--- src/rtl/uart_tx_arbiter.sv ---
// -----------------------------------------------------------------------------
// uart_tx_arbiter
//
// Shares one memory-mapped UART transmitter between two byte-stream
// requesters. Requesters are served round-robin; for each accepted byte the
// block writes TX_DATA_BUF, polls CTRL until TI (bit 1) is set, then writes
// CTRL back with TI cleared and every other bit (including RI) preserved.
//
// Parameters:
//   UART_BASE    base address of the UART block (CTRL = +0x0, TX_DATA_BUF = +0x4)
//   TIMEOUT_MAX  number of POLL cycles allowed before the byte is abandoned
//
// Ports:
//   sys_clk, sys_reset           clock, asynchronous active-high reset
//   req0_valid_i/data_i/ready_o  requester 0 byte handshake
//   req1_valid_i/data_i/ready_o  requester 1 byte handshake
//   uart_wr_en_o/addr_o/data_o   UART write port (registered)
//   uart_rd_addr_o               UART read address (constant CTRL address)
//   uart_rd_data_i               UART read data, one cycle after the address
//   busy_o                       a transfer is in progress
//   grant_o                      requester currently or last served
//   timeout_o                    sticky POLL timeout flag, cleared by reset
// -----------------------------------------------------------------------------
module uart_tx_arbiter #(
    parameter logic [31:0] UART_BASE   = 32'h0,
    parameter logic [31:0] TIMEOUT_MAX = 32'd1_000_000
) (
    input  logic        sys_clk,
    input  logic        sys_reset,
    input  logic        req0_valid_i,
    input  logic [7:0]  req0_data_i,
    output logic        req0_ready_o,
    input  logic        req1_valid_i,
    input  logic [7:0]  req1_data_i,
    output logic        req1_ready_o,
    output logic        uart_wr_en_o,
    output logic [31:0] uart_wr_addr_o,
    output logic [31:0] uart_wr_data_o,
    output logic [31:0] uart_rd_addr_o,
    input  logic [31:0] uart_rd_data_i,
    output logic        busy_o,
    output logic        grant_o,
    output logic        timeout_o
);

    localparam logic [31:0] CTRL_ADDR  = UART_BASE;
    localparam logic [31:0] TXBUF_ADDR = UART_BASE + 32'd4;
    localparam logic [31:0] TI_MASK    = 32'h0000_0002;

    typedef enum logic [1:0] {IDLE, WRITE, POLL, CLEAR} state_t;

    state_t      state;
    logic [31:0] poll_cnt;
    logic        any_valid;
    logic        pick1;
    logic        accept;

    // CTRL is the only register ever read, so the read address never moves.
    assign uart_rd_addr_o = CTRL_ADDR;

    // NOTE: every signal driven here is assigned on every pass through the
    // block, so no storage (latch) is inferred.
    always_comb begin
        any_valid    = req0_valid_i | req1_valid_i;
        // Requester 1 wins when it is alone, or when both ask and 0 went last.
        pick1        = req1_valid_i & (~req0_valid_i | ~grant_o);
        // Gated by reset so ready stays low while reset is held.
        accept       = (state == IDLE) & any_valid & ~sys_reset;
        req0_ready_o = accept & ~pick1;
        req1_ready_o = accept &  pick1;
        busy_o       = (state != IDLE);
    end

    // NOTE: all state and registered outputs use non-blocking assignments so
    // every register samples pre-edge values regardless of statement order.
    always_ff @(posedge sys_clk or posedge sys_reset) begin
        if (sys_reset) begin
            state          <= IDLE;
            uart_wr_en_o   <= 1'b0;
            uart_wr_addr_o <= 32'h0;
            uart_wr_data_o <= 32'h0;
            grant_o        <= 1'b1;
            timeout_o      <= 1'b0;
            poll_cnt       <= 32'h0;
        end else begin
            case (state)
                IDLE: begin
                    if (any_valid) begin
                        grant_o        <= pick1;
                        // The write-data register doubles as the byte latch.
                        uart_wr_en_o   <= 1'b1;
                        uart_wr_addr_o <= TXBUF_ADDR;
                        uart_wr_data_o <= {24'h0, pick1 ? req1_data_i : req0_data_i};
                        state          <= WRITE;
                    end
                end

                WRITE: begin
                    uart_wr_en_o <= 1'b0;
                    poll_cnt     <= 32'h0;
                    state        <= POLL;
                end

                POLL: begin
                    // poll_cnt == 0 marks the first POLL cycle, whose read data
                    // still belongs to an address issued before the TX write.
                    if ((poll_cnt != 32'h0) && uart_rd_data_i[1]) begin
                        uart_wr_en_o   <= 1'b1;
                        uart_wr_addr_o <= CTRL_ADDR;
                        uart_wr_data_o <= uart_rd_data_i & ~TI_MASK;
                        state          <= CLEAR;
                    end else if (poll_cnt == TIMEOUT_MAX - 32'd1) begin
                        timeout_o <= 1'b1;
                        state     <= IDLE;
                    end else begin
                        poll_cnt <= poll_cnt + 32'd1;
                    end
                end

                CLEAR: begin
                    uart_wr_en_o <= 1'b0;
                    state        <= IDLE;
                end

                default: state <= IDLE;
            endcase
        end
    end

endmodule

--- config.mk ---
export PLATFORM = sky130hd
export DESIGN_NAME = uart_tx_arbiter
export DESIGN_NICKNAME = d
export VERILOG_FILES = /design/src/rtl/uart_tx_arbiter.sv
export SDC_FILE = /design/constraint.sdc
export NUM_CORES = 1
export LEC_CHECK = 0
export CELL_PAD_IN_SITES_DETAIL_PLACEMENT = 0
export CELL_PAD_IN_SITES_GLOBAL_PLACEMENT = 1
export CORE_MARGIN = 2
export CORE_UTILIZATION = 37
export DETAILED_ROUTE_END_ITERATION = 10
export GPL_ROUTABILITY_DRIVEN = 0
export PLACE_DENSITY = 0.85
export SLEW_MARGIN = 10
export SYNTH_ARGS = -nofsm -noshare
export SYNTH_HDL_FRONTEND = slang
export SYNTH_SLANG_ARGS = --single-unit
--- constraint.sdc ---
create_clock -name sys_clk -period 4.75 [get_ports sys_clk]
set_clock_uncertainty 0.1 [all_clocks]
set_input_delay 0.475 -clock sys_clk [delete_from_list [all_inputs] [get_ports sys_clk]]
set_output_delay 0.475 -clock sys_clk [all_outputs]
set_load 0.02 [all_outputs]
==> results.json, run 1 <==
{
  "outcome": "completed",
  "r2r-end": "uart_wr_data_o[11]$_DFFE_PP0P_",
  "grt.overflow.total": 0,
  "min_period_over_period": 0.604,
  "worstSetupStartpointType": "register",
  "coreArea_mm2": 0.0119,
  "die_h_um": 114,
  "yosysMostFrequentCell": "dfrtp_1",
  "switching_share": 0.414,
  "p_int_uw": 1800,
  "die_area_mm2": 0.0130,
  "cts_hold_buf": 0,
  "worstReg2RegStart": "poll_cnt[8]$_DFFE_PP0P_",
  "first_pass_iters": 4,
  "slew_headroom": 0.269,
  "synth-async-reset-ratio": 1.00,
  "die_w_um": 114,
  "ctsHtreeMaxLevel": 3,
  "cp_data_required_time_ps": 4910,
  "ys_ff_latch": 70,
  "grt_pass1_vias": 3514,
  "fin_crit_ps": 2870,
  "yosys.area.top_type": "dfrtp_1",
  "p_switching_uw": 1270,
  "worstPathMaxFanout": 28,
  "critical_path_class": "reg -> reg",
  "setup_viol": 0,
  "yosysSeqAreaShare": 0.390,
  "syn_area_per_cell_um2": 9.40,
  "cts_resized": 0,
  "hold_class": "reg -> reg",
  "place_inst": 693,
  "slowest_delay_ps": 920,
  "yosys_warnings": 0,
  "rsz0062_at_grt": "no",
  "clk_pin_slew_ps": 60,
  "drive_gt1_frac": 0.0836,
  "cts.path.max_buffers": 2,
  "wl_per_cell_um": 14.7,
  "worstPathCellList": "nor4_1 -> and4_2 -> nand3_2 -> a31oi_4 -> buf_4 -> mux2i_1",
  "cts_tree": "yes",
  "power_frac_clock": 0.223,
  "fin_cells": 709,
  "seqPwrFrac": 0.290,
  "post-cts-setup-buffers": 0,
  "drc_errors": 0,
  "area_growth_pct": 23.3,
  "drtIter0Drc": 154,
  "startpoint": "poll_cnt[8]$_DFFE_PP0P_",
  "maxSlewViolCount": 0,
  "grt_max_degree": 71,
  "synth_commonest_cells": "69 x dfrtp_1, 67 x buf_4, 55 x nand2_1",
  "cp-endpoint": "uart_wr_data_o[11]$_DFFE_PP0P_",
  "via_per_inst": 5.05,
  "r2r_slack_ps": 1880,
  "hpwl_mm": 7.56,
  "fin_area_mm2": 0.00554,
  "postRouteAntennaNets": 0,
  "p_leak_uw": 0.00237,
  "ioPinCount": 154,
  "root_buffer": "clkbuf_16",
  "synth_edf_count": 0,
  "syn_inst": 478,
  "n_antenna_cell": 0,
  "antenna_found_initial": 0,
  "worstHoldStart": "uart_wr_addr_o[2]$_DFFE_PP0P_",
  "tightest_slew_ps": 1100,
  "fin_nets": 611,
  "wl_mm": 10.4,
  "fin_tns_setup_ps": 0,
  "num_vias": 3577,
  "synth_cell_types": 50,
  "clkSinkCount": 70,
  "cp.arrival_ps": 3020,
  "powerDensity_mw_per_mm2": 555,
  "netlist.area_leader.share": 0.384,
  "synth_top_flop_cell": "dfrtp_1",
  "start_util": 0.377,
  "rows": 40,
  "maxCapViolations": 0,
  "placed_cell_area_mm2": 0.00523,
  "max_freq_ghz": 0.349,
  "endpoint_kind": "register",
  "syn_area_mm2": 0.00449,
  "cts_buffers": 9,
  "grt_pass1_wl_mm": 16.8,
  "worstRegToRegCells": 6,
  "clkLatencyLatePin_ps": 330,
  "slowest_stage": "a31oi_4",
  "ir_drop_v": 0.000296,
  "port-buffer-count": 90,
  "finalHoldViolations": 0,
  "combinationalPowerShare": 0.487,
  "track_usage": 0.161,
  "yosys-top-cells-area": "dfrtp_1 38%, buf_4 11%, mux2i_1 7.4%, a31oi_4 5.2%, nand2_1 4.6%"
}
==> final cells by class <==
class                   count  area, um2
clock buffers              11        253
clock inverters             5       57.6
fillers                  1136       6370
inverters                  35        131
multi-input cells         346       2220
flip-flops and latches     70       1750
well taps                 147        184
repair buffers             95        938
==> power by group through the flow <==
| stage | Sequential, uW | Combinational, uW | Clock, uW |
|---|---|---|---|
| floorplan | 1030 | 930 | 0 |
| CTS | 894 | 1520 | 702 |
| finish | 892 | 1500 | 687 |
| detailed placement | 897 | 1510 | 0 |
| global placement | 899 | 1480 | 0 |
| global route | 916 | 1620 | 731 |
==> registers in the layout, indices dropped and copies added, names as in the netlist <==
| register | flops |
|---|---|
| poll_cnt | 32 |
| uart_wr_data_o | 32 |
| state | 2 |
| grant_o | 1 |
| timeout_o | 1 |
| uart_wr_addr_o | 1 |
| uart_wr_en_o | 1 |
==> cell families after synthesis <==
kind of cell,Yosys count,synth area share
flops,70,0.390
other cells,1,0.000835
mux,40,0.0911
buf+inv,124,0.168
simple gates,143,0.166
fa+ha+maj,2,0.00557
compound gates,98,0.178
==> metal layers <==
layer	track usage	up-vias	part of all wire
li1	-	1695	-
met1	0.199	1730	0.42
met2	0.265	137	0.49
met3	0.0508	15	0.072
met4	0.0602	0	0.016
met5	0	-	0
==> per-stage QoR <==
| step | hold WS [ps] | power (uW) | util | setup slack, ps |
|---|---|---|---|---|
| 6_report | 378 | 3080 | 0.465 | 1880 |
| 5_1_grt | 383 | 3270 | 0.465 | 1650 |
| 4_1_cts | 382 | 3110 | 0.465 | 1850 |
| 3_5_place_dp | 369 | 2410 | 0.439 | 1870 |
| 3_3_place_gp | 360 | 2380 | 0.439 | 1960 |
| 2_1_floorplan | 351 | 1960 | - | 1760 |
==> critical path, delay by kind of cell, from the launching register on <==
kind	cells	cell delay, ps
AO/OA/AOI/OAI	1	920
buffers and inverters	1	320
flip-flops	1	430
multiplexers	1	190
AND/OR/NAND/NOR	3	830
==> layout by cell type (no fill, tap or decap), drive strengths merged, types with 5 or more instances in the layout <==
master / n
nand3: 14
a31oi: 22
o22a: 7
nor2: 18
nand4: 5
o21ai: 27
inv: 35
dfrtp: 69
and4: 12
mux2i: 33
clkbuf: 11
nand2: 55
a21oi: 19
buf: 5
mux2: 7
and3: 7
nor3: 14
clkdlybuf4s50: 90
conb: 63
o21a: 9
nor4: 8
==> how the worst min path moves through the flow <==
stage / to / slack, ps / cells past startpoint
floorplan: poll_cnt[31]$_DFFE_PP0P_ / 350 / 1
global placement: timeout_o$_DFFE_PP0P_ / 360 / 1
detailed placement: uart_wr_addr_o[2]$_DFFE_PP0P_ / 370 / 1
CTS: uart_wr_addr_o[2]$_DFFE_PP0P_ / 380 / 1
global route: uart_wr_addr_o[2]$_DFFE_PP0P_ / 380 / 1
finish: uart_wr_addr_o[2]$_DFFE_PP0P_ / 380 / 1
Note: power is estimated with default switching activity, not from simulation.
==> inputs of run 2 (changes only) <==
--- a/config.mk
+++ b/config.mk
@@ -8,10 +8,10 @@
 export CELL_PAD_IN_SITES_DETAIL_PLACEMENT = 0
 export CELL_PAD_IN_SITES_GLOBAL_PLACEMENT = 1
 export CORE_MARGIN = 2
-export CORE_UTILIZATION = 37
+export CORE_UTILIZATION = 34
 export DETAILED_ROUTE_END_ITERATION = 10
 export GPL_ROUTABILITY_DRIVEN = 0
-export PLACE_DENSITY = 0.85
+export PLACE_DENSITY = 0.79
 export SLEW_MARGIN = 10
 export SYNTH_ARGS = -nofsm -noshare
 export SYNTH_HDL_FRONTEND = slang
==> constraint.sdc (replaced) <==
create_clock -name sys_clk -period 2.8 [get_ports sys_clk]
set_clock_uncertainty 0.1 [all_clocks]
set_input_delay 0.28 -clock sys_clk [delete_from_list [all_inputs] [get_ports sys_clk]]
set_output_delay 0.28 -clock sys_clk [all_outputs]
set_load 0.02 [all_outputs]
==> run 2 against run 1 <==
Net effect:
- worst hold slack better by 7.6 ps
- via count about the same
- final area up 2.0%
- non-clock buffer count up 13
- sequential power up 70%
- critical path depth down 1
- setup slack worse by 1700 ps
- routed wire length up 4.3%
- cell count up 5.4%
- critical path type is now reg -> out
- critical endpoint is now req1_ready_o
==> results.json, run 2 (synthesis results as in run 1) <==
{
  "clk_pin_slew_ps": 60,
  "coreArea_mm2": 0.0128,
  "n_antenna_cell": 0,
  "grt_max_degree": 71,
  "maxSlewViolCount": 0,
  "cts_hold_buf": 0,
  "post-cts-setup-buffers": 0,
  "fin_crit_ps": 2630,
  "rows": 41,
  "p_leak_uw": 0.00243,
  "fin_tns_setup_ps": 0,
  "tightest_slew_ps": 922,
  "num_vias": 3578,
  "worstPathMaxFanout": 5,
  "rsz0062_at_grt": "no",
  "clkLatencyLatePin_ps": 340,
  "track_usage": 0.158,
  "setup_viol": 0,
  "startpoint": "state[0]$_DFFE_PP0P_",
  "drc_errors": 0,
  "cp.arrival_ps": 2250,
  "ctsHtreeMaxLevel": 3,
  "cts_resized": 0,
  "cp_data_required_time_ps": 2420,
  "post-place-ws_ps": 386,
  "first_pass_iters": 4,
  "cts.path.max_buffers": 2,
  "drive_gt1_frac": 0.103,
  "powerDensity_mw_per_mm2": 927,
  "ioPinCount": 154,
  "finalHoldViolations": 0,
  "final_common_cell": "clkdlybuf4s50_1",
  "maxCapViolations": 0,
  "ir_drop_v": 0.000511,
  "critical_path_class": "reg -> out",
  "max_freq_ghz": 0.381,
  "wl_mm": 10.8,
  "hpwl_mm": 7.87,
  "die_h_um": 119,
  "start_util": 0.352,
  "die_area_mm2": 0.0142,
  "cts_tree": "yes",
  "wl_per_cell_um": 14.5,
  "slew_headroom": 0.385,
  "fin_nets": 624,
  "port-buffer-count": 90,
  "min_period_over_period": 0.938,
  "root_buffer": "clkbuf_16",
  "final_cell_mix": "90 x clkdlybuf4s50_1, 69 x dfrtp_1, 63 x conb_1",
  "postRouteAntennaNets": 0,
  "antenna_found_initial": 0,
  "worstReg2RegStart": "poll_cnt[0]$_DFFE_PP0P_",
  "reg.largest.list": "poll_cnt: 32 flops, uart_wr_data_o: 32 flops, state: 2 flops",
  "endpoint_kind": "output pin",
  "worstHoldStart": "uart_rd_data_i[10]",
  "grt_pass1_wl_mm": 17.7,
  "clkSinkCount": 70,
  "hold_class": "in -> reg",
  "drtIter0Drc": 175,
  "area_growth_pct": 25.8,
  "grt.overflow.total": 0,
  "cts_buffers": 9,
  "worstSetupStartpointType": "register",
  "via_per_inst": 4.79,
  "grt_pass1_vias": 3426,
  "worst_slack_ps": 174,
  "outcome": "completed",
  "die_w_um": 119
}
-- run 2: changes by cell type in the layout (fill, tap and decap cells not counted), sizes merged --
cell    previous run  this run
clkinv             1         2
bufinv             1         0
buf                5        18
-- run 2: critical path: stages (launching register included) --
cell and delay (ps):
dfrtp_1 440, nor2_1 230, inv_1 90, nor2_1 330, and3_1 220, clkdlybuf4s50_1 600
-- run 2: path summary, 6_finish.rpt --
path	endpoint	slack, ps	cells past startpoint
worst max-delay path	req1_ready_o	170	5
max in group asynchronous	timeout_o$_DFFE_PP0P_	1520	3
worst min register to register	uart_wr_addr_o[2]$_DFFE_PP0P_	390	1
worst max register to register	uart_wr_data_o[29]$_DFFE_PP0P_	400	8
worst min-delay path	uart_wr_data_o[10]$_DFFE_PP0P_	390	3
min in group asynchronous	uart_wr_en_o$_DFFE_PP0P_	480	3
-- run 2: where the power goes --
| group | internal [uW] | switching, uW | total, uW | leakage [uW] |
|---|---|---|---|---|
| combinational | 1100 | 1540 | 2640 | 0.00137 |
| clock | 623 | 450 | 1070 | 0.000128 |
| sequential | 1310 | 214 | 1520 | 0.000932 |
| total | 3030 | 2210 | 5240 | 0.00243 |
-- run 2: final cells by class --
cell class / instances / area [um2]
clock inverters: 5 / 36.3
multi-input cells: 346 / 2220
clock buffers: 11 / 243
inverters: 35 / 131
well taps: 172 / 215
fillers: 1233 / 7120
flip-flops and latches: 70 / 1750
repair buffers: 108 / 1050
-- run 2: layer usage --
metal / vias to the layer above / GRT usage / wire length [um]
met5: - / 0 / 0
met4: 0 / 0.0424 / 106
met3: 12 / 0.0757 / 1020
met2: 138 / 0.248 / 5040
met1: 1709 / 0.193 / 4680
li1: 1719 / - / -
-- run 2: stage by stage --
stage          cell area [um2]  total power [uW]  cells  hold WS (ps)   util
3_3_place_gp              5370              4140    731           362  0.421
3_5_place_dp              5370              4190    731           374  0.421
2_1_floorplan             4730              3330    540           250      -
5_1_grt                   5650              5590    747           389  0.442
4_1_cts                   5650              5290    747           375  0.442
6_report                  5650              5240    747           386  0.442
==> inputs of run 3 (changes only) <==
--- a/config.mk
+++ b/config.mk
@@ -5,6 +5,7 @@
 export SDC_FILE = /design/constraint.sdc
 export NUM_CORES = 1
 export LEC_CHECK = 0
+export ABC_CLOCK_PERIOD_IN_PS = 2800
 export CELL_PAD_IN_SITES_DETAIL_PLACEMENT = 0
 export CELL_PAD_IN_SITES_GLOBAL_PLACEMENT = 1
 export CORE_MARGIN = 2
@@ -12,6 +13,7 @@
 export DETAILED_ROUTE_END_ITERATION = 10
 export GPL_ROUTABILITY_DRIVEN = 0
 export PLACE_DENSITY = 0.79
+export SKIP_LAST_GASP = 1
 export SLEW_MARGIN = 10
 export SYNTH_ARGS = -nofsm -noshare
 export SYNTH_HDL_FRONTEND = slang
==> results of run 3 <==
No change in the layout: final DEF, timing and power equal those of run 2.
